File: config.mk
export PLATFORM = sky130hd
export DESIGN_NAME = stopwatch_display
export DESIGN_NICKNAME = d
export VERILOG_FILES = /design/src/rtl/stopwatch_display.sv
export SDC_FILE = /design/constraint.sdc
export NUM_CORES = 1
export LEC_CHECK = 0
export CAP_MARGIN = 20
export CELL_PAD_IN_SITES_DETAIL_PLACEMENT = 2
export CELL_PAD_IN_SITES_GLOBAL_PLACEMENT = 2
export CORE_ASPECT_RATIO = 1.25
export CORE_MARGIN = 3
export CORE_UTILIZATION = 36
export DETAILED_ROUTE_END_ITERATION = 7
export GPL_TIMING_DRIVEN = 0
export PLACE_DENSITY = 0.85
export SLEW_MARGIN = 20
export SYNTH_ARGS = -nofsm -noshare
export SYNTH_HDL_FRONTEND = slang
export SYNTH_SLANG_ARGS = --single-unit
File: constraint.sdc
create_clock -name clk_50MHz -period 3.8 [get_ports clk_50MHz]
set_clock_uncertainty 0.05 [all_clocks]
set_input_delay 0.76 -clock clk_50MHz [delete_from_list [all_inputs] [get_ports clk_50MHz]]
set_output_delay 0.76 -clock clk_50MHz [all_outputs]
set_load 0.03 [all_outputs]
File: src/rtl/stopwatch_display.sv
// Stopwatch core: debounced start/stop/clear buttons, BCD MM:SS.cc counter and
// a registered 6-digit multiplexed 7-segment driver, all in the clk_50MHz domain.
//
// state | meaning
// IDLE  | stopped at 00:00.00, waiting for start
// RUN   | counting one centisecond per 10 ms tick
// PAUSE | stopped with count held; start resumes, clear returns to IDLE
module stopwatch_display #(
    parameter int MAX_MIN     = 59,
    parameter bit SEG_ACT_LOW = 1'b1,
    parameter bit AN_ACT_LOW  = 1'b1
) (
    input  logic       clk_50MHz,
    input  logic       rst,
    input  logic       clk_100Hz,
    input  logic       clk_1KHz,
    input  logic       btn_start_stop,
    input  logic       btn_clear,
    output logic [6:0] seg,
    output logic       dp,
    output logic [5:0] an,
    output logic       running,
    output logic       overflow
);

    localparam logic [3:0] MAX_MT  = 4'(MAX_MIN / 10);
    localparam logic [3:0] MAX_MU  = 4'(MAX_MIN % 10);
    localparam logic [6:0] SEG_OFF = SEG_ACT_LOW ? 7'h7F : 7'h00;
    localparam logic       DP_OFF  = SEG_ACT_LOW;
    localparam logic [5:0] AN_OFF  = AN_ACT_LOW ? 6'h3F : 6'h00;

    typedef enum logic [1:0] {IDLE, RUN, PAUSE} state_t;

    state_t     state_q, state_d;
    logic       c100_q, c1k_q;
    logic [1:0] ss_sync_q, clr_sync_q;
    logic       ss_samp_q, clr_samp_q;
    logic [3:0] cs_u_q, cs_t_q, s_u_q, s_t_q, m_u_q, m_t_q;
    logic [3:0] cs_u_d, cs_t_d, s_u_d, s_t_d, m_u_d, m_t_d;
    logic       ovf_q, ovf_d;
    logic [2:0] idx_q;
    logic [6:0] seg_q;
    logic       dp_q;
    logic [5:0] an_q;

    logic       tick100, tick1k;
    logic       press_ss, press_clr;
    logic       clear_cnt;
    logic [3:0] cur_digit;
    logic       dp_on;

    assign tick100   = clk_100Hz & ~c100_q;
    assign tick1k    = clk_1KHz & ~c1k_q;
    assign press_ss  = tick100 & ss_sync_q[1] & ~ss_samp_q;
    assign press_clr = tick100 & clr_sync_q[1] & ~clr_samp_q;

    always_comb begin
        state_d   = state_q;
        clear_cnt = 1'b0;
        if (tick100) begin
            case (state_q)
                IDLE, PAUSE: begin
                    if (press_clr) begin
                        state_d   = IDLE;
                        clear_cnt = 1'b1;
                    end else if (press_ss) begin
                        state_d = RUN;
                    end
                end
                RUN: begin
                    if (press_ss) begin
                        state_d = PAUSE;
                    end
                end
                default: state_d = IDLE;
            endcase
        end
    end

    // Carry chain ripples through all six digits in a single cycle.
    always_comb begin
        cs_u_d = cs_u_q;
        cs_t_d = cs_t_q;
        s_u_d  = s_u_q;
        s_t_d  = s_t_q;
        m_u_d  = m_u_q;
        m_t_d  = m_t_q;
        ovf_d  = ovf_q;
        if (clear_cnt) begin
            cs_u_d = 4'd0;
            cs_t_d = 4'd0;
            s_u_d  = 4'd0;
            s_t_d  = 4'd0;
            m_u_d  = 4'd0;
            m_t_d  = 4'd0;
            ovf_d  = 1'b0;
        end else if (tick100 && state_q == RUN) begin
            if (cs_u_q < 4'd9) begin
                cs_u_d = cs_u_q + 4'd1;
            end else begin
                cs_u_d = 4'd0;
                if (cs_t_q < 4'd9) begin
                    cs_t_d = cs_t_q + 4'd1;
                end else begin
                    cs_t_d = 4'd0;
                    if (s_u_q < 4'd9) begin
                        s_u_d = s_u_q + 4'd1;
                    end else begin
                        s_u_d = 4'd0;
                        if (s_t_q < 4'd5) begin
                            s_t_d = s_t_q + 4'd1;
                        end else begin
                            s_t_d = 4'd0;
                            if (m_t_q == MAX_MT && m_u_q == MAX_MU) begin
                                m_t_d = 4'd0;
                                m_u_d = 4'd0;
                                ovf_d = 1'b1;
                            end else if (m_u_q < 4'd9) begin
                                m_u_d = m_u_q + 4'd1;
                            end else begin
                                m_u_d = 4'd0;
                                m_t_d = m_t_q + 4'd1;
                            end
                        end
                    end
                end
            end
        end
    end

    // Debounce samples reset to 1 so a button held through reset needs a release first.
    always_ff @(posedge clk_50MHz) begin
        if (rst) begin
            state_q    <= IDLE;
            c100_q     <= 1'b0;
            c1k_q      <= 1'b0;
            ss_sync_q  <= 2'b00;
            clr_sync_q <= 2'b00;
            ss_samp_q  <= 1'b1;
            clr_samp_q <= 1'b1;
            cs_u_q     <= 4'd0;
            cs_t_q     <= 4'd0;
            s_u_q      <= 4'd0;
            s_t_q      <= 4'd0;
            m_u_q      <= 4'd0;
            m_t_q      <= 4'd0;
            ovf_q      <= 1'b0;
        end else begin
            state_q    <= state_d;
            c100_q     <= clk_100Hz;
            c1k_q      <= clk_1KHz;
            ss_sync_q  <= {ss_sync_q[0], btn_start_stop};
            clr_sync_q <= {clr_sync_q[0], btn_clear};
            if (tick100) begin
                ss_samp_q  <= ss_sync_q[1];
                clr_samp_q <= clr_sync_q[1];
            end
            cs_u_q <= cs_u_d;
            cs_t_q <= cs_t_d;
            s_u_q  <= s_u_d;
            s_t_q  <= s_t_d;
            m_u_q  <= m_u_d;
            m_t_q  <= m_t_d;
            ovf_q  <= ovf_d;
        end
    end

    function automatic logic [6:0] seg_decode(input logic [3:0] d);
        case (d)
            4'd0:    seg_decode = 7'h3F;
            4'd1:    seg_decode = 7'h06;
            4'd2:    seg_decode = 7'h5B;
            4'd3:    seg_decode = 7'h4F;
            4'd4:    seg_decode = 7'h66;
            4'd5:    seg_decode = 7'h6D;
            4'd6:    seg_decode = 7'h7D;
            4'd7:    seg_decode = 7'h07;
            4'd8:    seg_decode = 7'h7F;
            4'd9:    seg_decode = 7'h6F;
            default: seg_decode = 7'h00;
        endcase
    endfunction

    always_comb begin
        case (idx_q)
            3'd0:    cur_digit = cs_u_q;
            3'd1:    cur_digit = cs_t_q;
            3'd2:    cur_digit = s_u_q;
            3'd3:    cur_digit = s_t_q;
            3'd4:    cur_digit = m_u_q;
            3'd5:    cur_digit = m_t_q;
            default: cur_digit = 4'hF;
        endcase
    end

    // Decimal points separate seconds from centiseconds and minutes from seconds.
    assign dp_on = (idx_q == 3'd2) || (idx_q == 3'd4);

    always_ff @(posedge clk_50MHz) begin
        if (rst) begin
            idx_q <= 3'd0;
            seg_q <= SEG_OFF;
            dp_q  <= DP_OFF;
            an_q  <= AN_OFF;
        end else if (tick1k) begin
            idx_q <= (idx_q >= 3'd5) ? 3'd0 : idx_q + 3'd1;
            seg_q <= SEG_ACT_LOW ? ~seg_decode(cur_digit) : seg_decode(cur_digit);
            dp_q  <= SEG_ACT_LOW ? ~dp_on : dp_on;
            an_q  <= AN_ACT_LOW ? ~(6'b000001 << idx_q) : (6'b000001 << idx_q);
        end
    end

    assign seg      = seg_q;
    assign dp       = dp_q;
    assign an       = an_q;
    assign running  = (state_q == RUN);
    assign overflow = ovf_q;

endmodule

Word-level counts from Yosys, hierarchy flattened
Memories as Yosys holds them, arrays and structs flattened.
Index checks and enable logic that the tools add are counted.
{ "word_totals": {"regBits": 52, "rom_bits": 112, "in_bits": 6, "output_inout_bits": 16, "wordCells": 95, "n_memories": 1} }
{ "op_classes": {"addsub": 7, "order_cmp": 6, "n_eq_ne": 12, "n_shift": 1, "mux": 19, "bitwise_logic": 17, "n_reduce_logical": 14} }
{ "mem_list": {"columns": ["memory", "words", "word_bits", "read_ports", "rd_clocked_by_memory_dff", "write_ports", "line", "text"], "rows": [
  ["(name not given)", 16, 7, 1, 0, 0, "169", "case (d)"]
]} }
{ "op_table": {"columns": ["op", "n"], "rows": [
  ["4-bit two-way mux", 8],
  ["4-bit by 1-bit adder with 4-bit output, second input constant", 6],
  ["4-bit one-hot mux with 6 select lines", 1],
  ["4-bit less-than comparator, second input constant", 4],
  ["7-bit two-way mux", 2],
  ["6-bit AND reduction", 2],
  ["1-bit NOT", 9],
  ["7-bit NOT", 1],
  ["1-bit bitwise AND", 6],
  ["3-bit by 2-bit == test with 1-bit output, second input constant", 2],
  ["3-bit == test, second input constant", 2],
  ["2-bit two-way mux", 3],
  ["6-bit NOT", 1],
  ["3-bit AND reduction", 2],
  ["1-bit by 3-bit left shift with 6-bit output, first input constant", 1],
  ["5-bit AND reduction", 1],
  ["4-bit by 3-bit == test with 1-bit output, second input constant", 1],
  ["4-bit == test, second input constant", 1],
  ["4-bit by 3-bit less-than comparator with 1-bit output, second input constant", 1],
  ["2-bit one-hot mux with 2 select lines", 1],
  ["4-bit AND reduction", 1],
  ["2-bit OR reduction", 2],
  ["3-bit by 1-bit adder with 3-bit output, second input constant", 1],
  ["3-bit by 1-bit == test with 1-bit output, second input constant", 1],
  ["other kinds (13)", 16]
]} }

Logic depth before layout (Yosys ltp)
{ "depth": {"depth_word": 8, "mapped_depth": 12, "ltp_nobuf": 10} }

Worst setup path after synthesis
OpenSTA, ideal clock, no wires.
{ "synth_path": {"kind": "register -> register", "startpoint": "reg idx_q[2]", "endpoint": "reg seg_q[0], in the netlist seg[0]", "t_arrival_ns": 2.537, "setup_slack_ns": 1.093, "stages_incl_launch_ff": 13, "n_path_buf": 2, "synth_period_minus_slack_ns": 2.707, "cell_sequence": "dfxtp_1 -> buf_2 -> buf_2 -> inv_1 -> ha_1 -> or3_1 -> nor2_1 -> or4_1 -> inv_2 -> ha_1 -> or3_1 -> a21oi_1 -> o21ai_1"} }
{ "synth_between": {"elab_chain_len": 6} }
{ "synth_rtl": {"columns": ["item", "line", "text"], "rows": [
  ["start, declared", "41", "logic [2:0] idx_q;"],
  ["start signal, assigned", "206", "idx_q <= (idx_q >= 3'd5) ? 3'd0 : idx_q + 3'd1;"],
  ["3-bit == test (tied with other cells)", "185", "case (idx_q)"],
  ["4-bit one-hot mux with 6 select lines *", "185", null],
  ["memory 16 x 7 bit *", null, null],
  ["7-bit two-way mux *", "205", "end else if (tick1k) begin"],
  ["7-bit two-way mux *", "200", "if (rst) begin"],
  ["7-bit NOT *", "207", "seg_q <= SEG_ACT_LOW ? ~seg_decode(cur_digit) : seg_decode(cur_digit);"],
  ["end signal, assigned", "207", null],
  ["end, declared", "42", "logic [6:0] seg_q;"]
]} }
Every way passes the cells marked *; elsewhere a longest branch is shown, timed or not. The select of a mux whose other input is x is not followed.
A chain may end at the register's enable or synchronous reset.

Final worst setup path
{ "layout_path": {"startpoint": "reg idx_q[2]", "endpoint": "reg seg_q[3], in the netlist seg[3]"} }
Same word-level chain as after synthesis.

==> results.py <==
metrics = {
    "pwr": {
        "ir_drop_v": 0.000194,
        "power.density_nw_per_um2": 397,
        "power.total_w": 0.00130,
        "leakage_nw": 1.32,
    },
    "clock_tree": {
        "cts_setup_buffers": 0,
        "cts_buffers": 5,
        "cts_tree": "done",
        "clk-insertion-delay-late_ns": 0.31,
        "clock_sinks": 52,
        "htree_num_levels": 2,
        "hold_buffers": 0,
        "cts.clk_slew.worst_paths_ns": 0.10,
        "clockRootBuffer": "clkbuf_8",
        "post_cts_resized": 0,
        "clk_path_buf_depth": 2,
    },
    "logic_synthesis": {
        "synth.distinct_cells": 58,
        "synth_nets": 346,
        "ys.flop_type": "dfxtp_1",
        "synth_edf_count": 0,
        "seq_area_frac_synth": 0.375,
        "avgSynthCellArea_um2": 8.76,
        "synth_adder_area_share": 0.104,
        "synth_top_family_by_area": "compound AO/OA/AOI/OAI gates",
        "synth_compound_area_frac": 0.226,
        "synth_xor_area_frac": 0.0221,
        "ys_ff_latch": 52,
        "synth_area_um2": 2780,
        "synth_mux_area_frac": 0.0149,
        "async_flop_share": 0,
        "synthCells": 317,
        "yosysWarnings": 0,
        "yosys.area_share.simple": 0.199,
    },
    "global_route": {
        "grt_overflow_total": 0,
        "globalRouteTotalUtil": 0.204,
        "grt_pass1_wl_um": 14700,
        "grt_max_degree": 17,
        "grt_pass1_vias": 2811,
        "antenna_found_initial": 0,
    },
    "cells_and_area": {
        "fill_cells": 838,
        "antenna-diode-count": 0,
        "syn_to_final_growth_pct": 17.4,
        "layout.cells.non_filler": 438,
        "drive_above_1_share": 0.0694,
        "layout_common_cells": "dfxtp_1 (52), a21oi_1 (31), nor2_1 (29)",
        "final_common_cell": "dfxtp_1",
        "stdcell_area_um2": 3260,
        "fin_util": 0.438,
        "nNetsFinal": 374,
    },
    "detailed_routing": {
        "wl_per_cell_um": 19.6,
        "drc_errors": 0,
        "routed_wirelength_um": 8560,
        "ant_nets": 0,
        "via_count": 2465,
        "drt_iter0_drc": 79,
        "vias_per_cell": 5.63,
        "dr.pass1.iters": 4,
    },
    "floorplan": {
        "fp-row-count": 35,
        "chipWidth_um": 84.6,
        "dieArea_um2": 8810,
        "initial_core_util": 0.373,
        "die_y_um": 104,
        "core_um2": 7440,
        "ios": 22,
    },
    "worst_setup_path": {
        "setup.worst_path.class": "flop to flop",
        "worstPathRequired_ns": 3.94,
        "crit_path_end_kind": "flop",
        "worstPathMaxFanout": 10,
        "crit_arrival_ns": 3.55,
        "critPathLaunchType": "flop",
    },
    "timing": {
        "setup_viol": 0,
        "finalHoldViolCount": 0,
        "post-route-period-util": 0.898,
        "period_minus_slack_ns": 3.41,
        "relSlewSlack": 0.587,
        "rsz0062_at_grt": "no",
        "clock.fmax_mhz": 293,
        "fin_tns_setup_ns": 0,
        "slew_viol_final": 0,
        "worstMarginPinSlew_ns": 0.616,
    },
    "placement": {
        "globalplace.congestion": 0.816,
        "placed_cell_area_um2": 3100,
        "dp.cells": 430,
        "numPortBuffers": 21,
        "hpwlAfterDp_um": 6250,
    },
    "min_path": {
        "hold_path.class": "flop to flop",
    },
    "flow_run": {
        "maxCapViolations": 0,
    },
    "status": {
        "status": "complete, no violations",
    },
}
-- layer usage --
metal	track usage	vias up	part of all wire
li1	-	1180	-
met1	0.244	1242	0.43
met2	0.378	32	0.54
met3	0.0261	11	0.020
met4	0.0486	0	0.013
met5	0	-	0
-- final timing paths --
| kind | from | to | slack, ns | cells past startpoint |
|---|---|---|---|---|
| min reg2reg | ss_sync_q[0]$_SDFF_PP0_ | ss_sync_q[1]$_SDFF_PP0_ | 0.40 | 1 |
| max | idx_q[2]$_SDFFE_PP0P_ | seg[3]$_SDFFE_PP1P_ | 0.39 | 12 |
| max reg2reg | idx_q[2]$_SDFFE_PP0P_ | seg[3]$_SDFFE_PP1P_ | 0.39 | 12 |
| min | ss_sync_q[0]$_SDFF_PP0_ | ss_sync_q[1]$_SDFF_PP0_ | 0.40 | 1 |
-- state kept, by name (all words and copies together), names as in the netlist, 2 cells and up --
name / flops
an: 6
clr_sync_q: 2
cs_t_q: 4
cs_u_q: 4
idx_q: 3
m_t_q: 4
m_u_q: 4
s_t_q: 4
s_u_q: 4
seg: 7
ss_sync_q: 2
state_q: 2
-- cell families (layout without fill, tap and decap cells) --
group / count (synthesis) / in the layout
xor gates and xnor gates: 7 / 7
buffers and inverters: 37 / 66
and+or+nand+nor: 102 / 102
adders and majority gates: 23 / 23
muxes: 4 / 4
DFF: 52 / 52
AOI/OAI and AO/OA: 92 / 92
-- Yosys cell counts (all sizes together) (4+ instances only) --
library cell,number,area [um^2]
a211o,6,52.6
a21o,4,30.0
a21oi,31,155
a22oi,5,37.5
and3,6,42.5
buf,7,52.6
clkbuf,8,30.0
dfxtp,52,1040
ha,23,288
inv,22,82.6
nand2,15,56.3
nand2b,7,43.8
nand3,7,35.0
nor2,29,109
nor2b,12,75.1
nor3,9,45.0
o21ai,14,70.1
or3,5,31.3
xnor2,4,35.0
-- critical path, stage by stage (launching register included) --
cell,delay (ns)
dfxtp_1,0.39
buf_2,0.25
buf_2,0.26
inv_1,0.10
ha_1,0.32
a32oi_1,0.22
o21ai_0,0.14
a211oi_1,0.52
inv_1,0.16
ha_1,0.23
or3_1,0.39
a21oi_1,0.18
o21ai_1,0.09
-- metrics by stage --
| stage | setup WS (ns) | hold WS (ns) |
|---|---|---|
| after floorplan | 1.09 | 0.364 |
| after global placement | 0.581 | 0.367 |
| after global routing | 0.139 | 0.421 |
| after CTS | 0.362 | 0.404 |
| final | 0.387 | 0.404 |
| after detailed placement | 0.447 | 0.380 |
-- where the power goes --
group	internal [W]	switching (W)
Clock	0.000329	0.000196
Sequential	0.000565	0.0000140
Combinational	0.0000736	0.000117
Total	0.000968	0.000327
-- area by class of cell --
type / count / area [um^2] / area share
Buffer: 15 / 82.6 / 0.0253
Clock buffer: 5 / 68.8 / 0.0211
Clock inverter: 3 / 90.1 / 0.0276
Inverter: 22 / 82.6 / 0.0253
Multi-Input combinational cell: 228 / 1570 / 0.482
Sequential cell: 52 / 1040 / 0.319
Tap cell: 92 / 115 / 0.0353
Timing Repair Buffer: 21 / 210 / 0.0645
No activity file was read; power rests on OpenSTA's default activity.
